<file path="src/rtl/fifo_rd_arbiter_if.sv">
// Read-side bundle between the async FIFO, the round-robin read arbiter and its consumers.
// The master modport is the arbiter's view; slave is the FIFO/consumer side.
interface fifo_rd_arbiter_if #(
  parameter int unsigned N_REQ  = 4,
  parameter int unsigned DATA_W = 8
) ();
  logic              r_empty;
  logic [DATA_W-1:0] r_data;
  logic              r_inc;
  logic [N_REQ-1:0]  req;
  logic [N_REQ-1:0]  out_ready;
  logic [DATA_W-1:0] out_data;
  logic [N_REQ-1:0]  out_valid;
  logic [N_REQ-1:0]  grant;
  logic              busy;

  modport master (
    input  r_empty, r_data, req, out_ready,
    output r_inc, out_data, out_valid, grant, busy
  );

  modport slave (
    output r_empty, r_data, req, out_ready,
    input  r_inc, out_data, out_valid, grant, busy
  );
endinterface

</file>
<file path="src/rtl/fifo_rd_arbiter.sv">
// Shares the async FIFO read port among N_REQ consumers in round-robin bursts of up to
// MAX_BURST words, delivering popped words through a one-entry output register.
module fifo_rd_arbiter #(
  parameter int unsigned N_REQ     = 4,
  parameter int unsigned DATA_W    = 8,
  parameter int unsigned MAX_BURST = 4
) (
  input logic               r_clk,
  input logic               r_rst,
  fifo_rd_arbiter_if.master bus
);

  localparam int unsigned PtrW = $clog2(N_REQ);
  localparam int unsigned CntW = $clog2(MAX_BURST + 1);

  typedef enum logic [0:0] {StIdle, StBurst} state_e;

  state_e            state_q, state_d;
  logic [N_REQ-1:0]  grant_q, grant_d;
  logic [PtrW-1:0]   rr_ptr_q, rr_ptr_d;
  logic [CntW-1:0]   beat_cnt_q, beat_cnt_d;
  logic [DATA_W-1:0] out_data_q, out_data_d;
  logic [N_REQ-1:0]  out_valid_q, out_valid_d;

  logic            owner_req, accept, slot_free, pop;
  logic            sel_found;
  logic [PtrW-1:0] sel_idx, cand, gnt_idx, rr_next;

  assign owner_req = |(bus.req & grant_q);
  assign accept    = |(out_valid_q & bus.out_ready);
  assign slot_free = (out_valid_q == '0) || accept;
  assign pop       = (state_q == StBurst) && owner_req && !bus.r_empty && slot_free;

  // First requester at or after rr_ptr, wrapping modulo N_REQ.
  always_comb begin
    sel_found = 1'b0;
    sel_idx   = '0;
    cand      = '0;
    for (int i = 0; i < int'(N_REQ); i++) begin
      cand = PtrW'((int'(rr_ptr_q) + i) % int'(N_REQ));
      if (!sel_found && bus.req[cand]) begin
        sel_found = 1'b1;
        sel_idx   = cand;
      end
    end
  end

  always_comb begin
    gnt_idx = '0;
    for (int i = 0; i < int'(N_REQ); i++) begin
      if (grant_q[i]) gnt_idx = PtrW'(i);
    end
    rr_next = PtrW'((int'(gnt_idx) + 1) % int'(N_REQ));
  end

  always_comb begin
    state_d     = state_q;
    grant_d     = grant_q;
    rr_ptr_d    = rr_ptr_q;
    beat_cnt_d  = beat_cnt_q;
    out_data_d  = out_data_q;
    out_valid_d = out_valid_q;

    if (pop) begin
      out_data_d  = bus.r_data;
      out_valid_d = grant_q;
      beat_cnt_d  = beat_cnt_q + CntW'(1);
    end else if (accept) begin
      out_valid_d = '0;
    end

    case (state_q)
      StIdle: begin
        if (sel_found) begin
          grant_d    = N_REQ'(1) << sel_idx;
          beat_cnt_d = '0;
          state_d    = StBurst;
        end else begin
          grant_d = '0;
        end
      end
      StBurst: begin
        if (!owner_req || (pop && beat_cnt_q == CntW'(MAX_BURST - 1))) begin
          state_d  = StIdle;
          grant_d  = '0;
          rr_ptr_d = rr_next;
        end
      end
      default: state_d = StIdle;
    endcase
  end

  always_ff @(posedge r_clk) begin
    if (r_rst) begin
      state_q     <= StIdle;
      grant_q     <= '0;
      rr_ptr_q    <= '0;
      beat_cnt_q  <= '0;
      out_data_q  <= '0;
      out_valid_q <= '0;
    end else begin
      state_q     <= state_d;
      grant_q     <= grant_d;
      rr_ptr_q    <= rr_ptr_d;
      beat_cnt_q  <= beat_cnt_d;
      out_data_q  <= out_data_d;
      out_valid_q <= out_valid_d;
    end
  end

  assign bus.r_inc     = pop;
  assign bus.out_data  = out_data_q;
  assign bus.out_valid = out_valid_q;
  assign bus.grant     = grant_q;
  assign bus.busy      = (state_q == StBurst);

endmodule

</file>
<file path="src/flat_wrapper.sv">
// flat-port wrapper written by rule: the top's interface ports become plain ports
module fifo_rd_arbiter_flat 
#(
  parameter int unsigned N_REQ     = 4,
  parameter int unsigned DATA_W    = 8,
  parameter int unsigned MAX_BURST = 4
)
  (r_clk, r_rst, bus_r_empty, bus_r_data, bus_req, bus_out_ready, bus_r_inc, bus_out_data, bus_out_valid, bus_grant, bus_busy);
  fifo_rd_arbiter_if #(.N_REQ(N_REQ), .DATA_W(DATA_W)) bus_i ();
  input logic r_clk;
  input logic r_rst;
  input wire logic [$bits(bus_i.r_empty)-1:0] bus_r_empty;
  input wire logic [$bits(bus_i.r_data)-1:0] bus_r_data;
  input wire logic [$bits(bus_i.req)-1:0] bus_req;
  input wire logic [$bits(bus_i.out_ready)-1:0] bus_out_ready;
  output wire logic [$bits(bus_i.r_inc)-1:0] bus_r_inc;
  output wire logic [$bits(bus_i.out_data)-1:0] bus_out_data;
  output wire logic [$bits(bus_i.out_valid)-1:0] bus_out_valid;
  output wire logic [$bits(bus_i.grant)-1:0] bus_grant;
  output wire logic [$bits(bus_i.busy)-1:0] bus_busy;
  assign bus_i.r_empty = bus_r_empty;
  assign bus_i.r_data = bus_r_data;
  assign bus_i.req = bus_req;
  assign bus_i.out_ready = bus_out_ready;
  assign bus_r_inc = bus_i.r_inc;
  assign bus_out_data = bus_i.out_data;
  assign bus_out_valid = bus_i.out_valid;
  assign bus_grant = bus_i.grant;
  assign bus_busy = bus_i.busy;
  fifo_rd_arbiter #(.N_REQ(N_REQ), .DATA_W(DATA_W), .MAX_BURST(MAX_BURST)) u_core (.r_clk(r_clk), .r_rst(r_rst), .bus(bus_i));
endmodule
</file>
<file path="config.mk">
export PLATFORM = sky130hd
export DESIGN_NAME = fifo_rd_arbiter_flat
export DESIGN_NICKNAME = d
export VERILOG_FILES = /design/src/rtl/fifo_rd_arbiter_if.sv /design/src/rtl/fifo_rd_arbiter.sv /design/src/flat_wrapper.sv
export SDC_FILE = /design/constraint.sdc
export NUM_CORES = 1
export LEC_CHECK = 0
export ABC_AREA = 1
export BUFFER_PORTS_ARGS = -buffer_cell sky130_fd_sc_hd__buf_2
export CAP_MARGIN = 20
export CORE_UTILIZATION = 52
export CTS_BUF_LIST = sky130_fd_sc_hd__clkbuf_4 sky130_fd_sc_hd__clkbuf_8
export CTS_CLUSTER_SIZE = 40
export DETAILED_ROUTE_END_ITERATION = 10
export PLACE_DENSITY_LB_ADDON = 0.1
export SETUP_SLACK_MARGIN = 0.05
export SLEW_MARGIN = 20
export SYNTH_ARGS = -nofsm -noshare
export SYNTH_HDL_FRONTEND = slang
export SYNTH_SLANG_ARGS = --single-unit
</file>
<file path="constraint.sdc">
create_clock -name r_clk -period 1.7 [get_ports r_clk]
set_input_delay 0 -clock r_clk [delete_from_list [all_inputs] [get_ports r_clk]]
set_output_delay 0 -clock r_clk [all_outputs]
set_load 0.05 [all_outputs]
</file>
# After elaboration in Yosys (flattened, before gate mapping)
# Cells that the tools add are included.
op_classes:
  add_sub_neg: 5
  n_lt_le_gt_ge: 4
  eq_ne: 2
  shift: 1
  muxes: 30
  bitwise: 3
  reduce_logical: 19
op_table:
  columns: ["operator", "n"]
  rows:
  - ["4-bit 2-to-1 mux", 4]
  - ["2-bit by 3-bit < comparator with 1-bit output (second input constant)", 4]
  - ["2-bit 2-to-1 mux", 6]
  - ["1-bit 2-to-1 mux", 11]
  - ["3-bit 2-to-1 mux", 3]
  - ["4-bit bitwise AND", 2]
  - ["1-bit binary-select mux with 2-bit select", 4]
  - ["4-bit case mux with 2 select lines", 1]
  - ["4-bit OR reduction", 2]
  - ["1-bit logical AND", 7]
  - ["1-bit zero test", 5]
  - ["2-bit by 1-bit adder with 2-bit output (second input constant)", 2]
  - ["2-bit adder (second input constant)", 2]
  - ["4-bit zero test", 1]
  - ["1-bit by 2-bit left shift with 4-bit output (first input constant)", 1]
  - ["3-bit by 1-bit adder with 3-bit output (second input constant)", 1]
  - ["3-bit by 2-bit == test with 1-bit output (second input constant)", 1]
  - ["1-bit logical OR", 2]
  - ["2-bit != test (second input constant)", 1]
  - ["1-bit case mux with 2 select lines", 1]
  - ["2-bit AND reduction", 1]
  - ["2-bit nonzero test", 1]
  - ["1-bit NOT", 1]
totals:
  reg_bits: 22
  input_bits: 19
  out_inout_bits: 18
  wordCells: 70

# Depth between registers and ports, before layout
logic_depth:
  depth_word: 15
  mapped_depth: 14
  mapped_depth_nobuf: 13

# Least setup slack after synthesis
# Ideal clock, no wire load.
synth_path:
  path_kind: "register to register"
  startpoint: "register u_core.state_q (netlist: u_core.bus.busy)"
  endpoint: "register u_core.out_valid_q[0] (netlist: u_core.bus.out_valid[0])"
  setup_ps: 70
  arrival_ps: 1746
  t_required_ps: 1630
  slack_ps: -116
  path_stages_with_launch: 9
  path_buffers: 1
  period_less_slack_ps: 1816
  path_cell_list: "dfxtp_1 inv_1 or2_0 nor2_1 nand2_1 inv_2 buf_4 nand2_1 a21oi_1"
synth_via:
  elab_chain_cells: 4
  word_cells_on_any_way: 5
  classes_between: "mux: 1; reduce/logical: 4"
synth_lines:
  columns: ["item", "line", "source"]
  rows:
  - ["from (decl)", "fifo_rd_arbiter.sv:18", "state_e state_q, state_d;"]
  - ["from (signal assigned)", "fifo_rd_arbiter.sv:95", "state_q <= StIdle;"]
  - ["from (signal assigned)", "fifo_rd_arbiter.sv:102", "state_q <= state_d;"]
  - ["1-bit logical AND * (3 in series)", "fifo_rd_arbiter.sv:32", "assign pop = (state_q == StBurst) && owner_req && !bus.r_empty && slot_free;"]
  - ["via bus_r_inc", "flat_wrapper.sv:16", "output wire logic [$bits(bus_i.r_inc)-1:0] bus_r_inc;"]
  - ["4-bit 2-to-1 mux / 2-bit nonzero test (equally long branches)", null, null]
  - ["to (signal assigned)", "fifo_rd_arbiter.sv:107", "out_valid_q <= out_valid_d;"]
  - ["to (decl)", "fifo_rd_arbiter.sv:23", "logic [N_REQ-1:0] out_valid_q, out_valid_d;"]
# The timed path passes the listed nets; every way through them passes the cells marked *.
# A chain may end at the register's enable or synchronous reset.

# Worst setup path after layout
layout_path:
  startpoint: "register u_core.state_q (netlist: u_core.bus.busy)"
  endpoint: "output bus_r_inc"
layout_via:
  elab_chain_cells: 3
layout_lines:
  columns: ["item", "line"]
  rows:
  - ["1-bit logical AND (3 in series)", "fifo_rd_arbiter.sv:32"]
  - ["to (decl)", "flat_wrapper.sv:16"]
# Every way passes these cells.

==> results.json <==
{
  "outcome": "finished, final reports clean",
  "path_clk_slew_ns": 0.11,
  "holdPathEnd": "u_core.bus.out_valid[3]$_SDFFE_PP0P_",
  "synth_top_cells_by_area": "dfxtp_1, nand2_1, nor2_1",
  "clock-sinks": 22,
  "core_area_um2": 2212,
  "clk_latency_ns": 0.30,
  "cap_violations": 0,
  "ys.flop_type": "dfxtp_1",
  "grt_pass1_vias": 1173,
  "yosysMostFrequentCell": "nand2_1",
  "clock.fmax_mhz": 648.4,
  "tns_ns": 0,
  "hp-start": "bus_out_ready[1]",
  "dieArea_um2": 2531,
  "r2r-end": "u_core.rr_ptr_q[1]$_SDFFE_PP0P_",
  "ios": 37,
  "hpwl_um": 2188,
  "critPathSlowestCell": "dfxtp_2",
  "drtPass1Iterations": 4,
  "relSlewSlack_pct": 79.60,
  "post_dp_cell_area_um2": 1418,
  "required_ns": 1.70,
  "syn-cell-area_um2": 1214,
  "yosysSeqAreaShare_pct": 36.29,
  "cts_root_buf": "clkbuf_4",
  "hold_class": "input port to flip-flop",
  "fin_crit_ns": 1.542,
  "synthTopCellsByCount": "nand2_1, nor2_1, dfxtp_1, inv_1, a21oi_1",
  "regToRegSetupSlack_ns": 0.16,
  "finalSetupViolCount": 0,
  "synth.largest_area_cell": "dfxtp_1",
  "skew_ns": 0.002429,
  "drive_above_1_share_pct": 30.36,
  "routedWlPerCell_um": 11.17,
  "h-tree-depth": 1,
  "avgSynthCellArea_um2": 6.192,
  "numCtsBuffers": 3,
  "finalInstanceArea_um2": 1634,
  "finalWorstSetupSlack_ns": 0.1577,
  "report.final.slew_viol_count": 0,
  "hold-path-cell-count": 6,
  "pre_cts_ws_ns": 0.1909,
  "worst_pin_slew_ns": 0.3057,
  "critical_path.cell_chain": "inv_1 > or2_0 > nor2_1 > nand2_1 > clkinv_4 > buf_4",
  "vias_per_cell": 5.142,
  "crit_path_end_kind": "output port",
  "cts_tree": "done",
  "finalWirelength_um": 3071,
  "die_h_um": 50.31,
  "antenna_found_initial": 0,
  "rows": 17,
  "place_congestion": 0.8476,
  "area_growth_pct": 34.64,
  "portBuffers": 36,
  "start_util_pct": 54.86,
  "vias": 1414,
  "worstRegToRegCells": 8,
  "grt_pass1_wl_um": 4698,
  "worst-setup-path-type": "flip-flop to output port",
  "num_antenna_cells": 0,
  "hold_viol_final": 0,
  "synth_edf_count": 0,
  "ir_drop_mv": 1.306,
  "yosysWarnings": 0,
  "postRouteAntennaNets": 0,
  "p_leak_nw": 0.8257,
  "synthDistinctLibCells": 24,
  "clock_path_buffers": 2,
  "drc_errors": 0,
  "synth_top_area_share_pct": 36.29,
  "fin_crit_sh_pct": 90.72,
  "overflow": 0,
  "drt_first_iter_violations": 34,
  "synth_seq_cells": 22,
  "die_width_um": 50.31,
  "track_usage_pct": 24.02,
  "fin_nets": 269,
  "ys_async_sr_fraction_pct": 0,
  "syn_inst": 196,
  "grt_setup_unrepaired": "true",
  "syn_nets": 217,
  "grt_max_degree": 18,
  "crit_path_max_incr_delay_ns": 0.37,
  "r2r_start": "u_core.bus.busy$_SDFF_PP0_",
  "pwr_density_cell_nw_per_um2": 1432,
  "power.total_mw": 2.339,
  "hold_slack_ns": 0.09810,
  "start_kind": "flip-flop",
  "critPathMaxFanout": 10,
  "cp.arrival_ns": 1.54
}
-- through the flow --
stage	instances	utilization (%)
2_1_floorplan	196	-
3_3_place_gp	257	64.08
3_5_place_dp	257	64.08
4_1_cts	270	70.02
5_1_grt	275	73.87
6_report	275	73.87
-- critical path, delay by kind of cell (launching register included) --
family,cells,cell delay [ns]
buf+inv,3,0.41
simple gates,3,0.47
flops,1,0.37
-- how the worst max path moves through the flow --
| stage | from | endpoint | slack [ns] | depth (start not counted) |
|---|---|---|---|---|
| 3_3_place_gp | u_core.rr_ptr_q[1]$_SDFFE_PP0P_ | u_core.bus.grant[2]$_SDFFE_PP0P_ | 0.26 | 12 |
| 6_report | u_core.bus.busy$_SDFF_PP0_ | bus_r_inc | 0.16 | 6 |
| 4_1_cts | u_core.bus.busy$_SDFF_PP0_ | bus_r_inc | 0.08 | 6 |
| 5_1_grt | u_core.rr_ptr_q[0]$_SDFFE_PP0P_ | u_core.bus.grant[2]$_SDFFE_PP0P_ | -0.001 | 12 |
| 2_1_floorplan | u_core.bus.grant[0]$_SDFFE_PP0P_ | u_core.bus.out_valid[0]$_SDFFE_PP0P_ | 0.06 | 9 |
| 3_5_place_dp | u_core.rr_ptr_q[1]$_SDFFE_PP0P_ | u_core.bus.grant[2]$_SDFFE_PP0P_ | 0.19 | 12 |
-- per-layer routing --
metal  routed length [um]  vias to the layer above  GRT usage [%]
met2                 1546                       50          44.00
met1                 1333                      643          28.17
met5                    0                        -              0
li1                     -                      715              -
met3                  163                        6          4.848
met4                   27                        0          6.019
-- layout by cell type (no fill, tap or decap), drive strengths merged --
| cell | synthesis | routed |
|---|---|---|
| a211oi | 1 | 1 |
| a21oi | 12 | 12 |
| a31oi | 1 | 1 |
| buf | 4 | 43 |
| clkbuf | 1 | 4 |
| clkinv | 0 | 1 |
| dfxtp | 22 | 22 |
| dlygate4sd3 | 0 | 9 |
| ha | 2 | 2 |
| inv | 17 | 16 |
| nand2 | 79 | 79 |
| nand3 | 8 | 8 |
| nand4 | 1 | 1 |
| nor2 | 33 | 33 |
| nor3 | 1 | 1 |
| o21ai | 12 | 12 |
| or2 | 1 | 1 |
| xor2 | 1 | 1 |
-- cell families (layout without fill, tap and decap cells) --
family | count (synthesis) | count (layout) | share of synthesized area, %
buffers and inverters | 22 | 73 | 8.453
XOR/XNOR | 1 | 1 | 0.7218
AND/OR/NAND/NOR | 123 | 123 | 41.03
flip-flops | 22 | 22 | 36.29
adder cells (fa/ha/maj) | 2 | 2 | 2.062
AO/OA/AOI/OAI | 26 | 26 | 11.44
-- area by class of cell --
type | instances | area, um2
clock buffer | 4 | 36.28
fill | 192 | 578.1
inverter | 17 | 76.32
multi-input combinational | 152 | 709.4
sequential | 22 | 447.9
tap | 28 | 35.03
timing repair buffer | 52 | 329.1
-- registers in the layout, summed over array words and instances, names as in the netlist --
signal	count
u_core.bus.busy	1
u_core.bus.out_valid	4
u_core.beat_cnt_q	3
u_core.rr_ptr_q	2
u_core.bus.grant	4
u_core.bus.out_data	8
-- power by group --
part	total [mW]	switching, mW	internal (mW)
sequential	0.707	0.0930	0.614
clock	0.277	0.146	0.131
combinational	1.36	0.927	0.428
-- what timing repair did --
item,4_1_cts,5_1_grt
hold buffers,9,0
gates resized for setup,2,15
pin swaps,0,6
setup endpoints to repair,1,7
gates cloned,0,0
setup buffers,0,5
endpoints found under the hold margin,16,0
No activity file was read; power rests on OpenSTA's default activity.
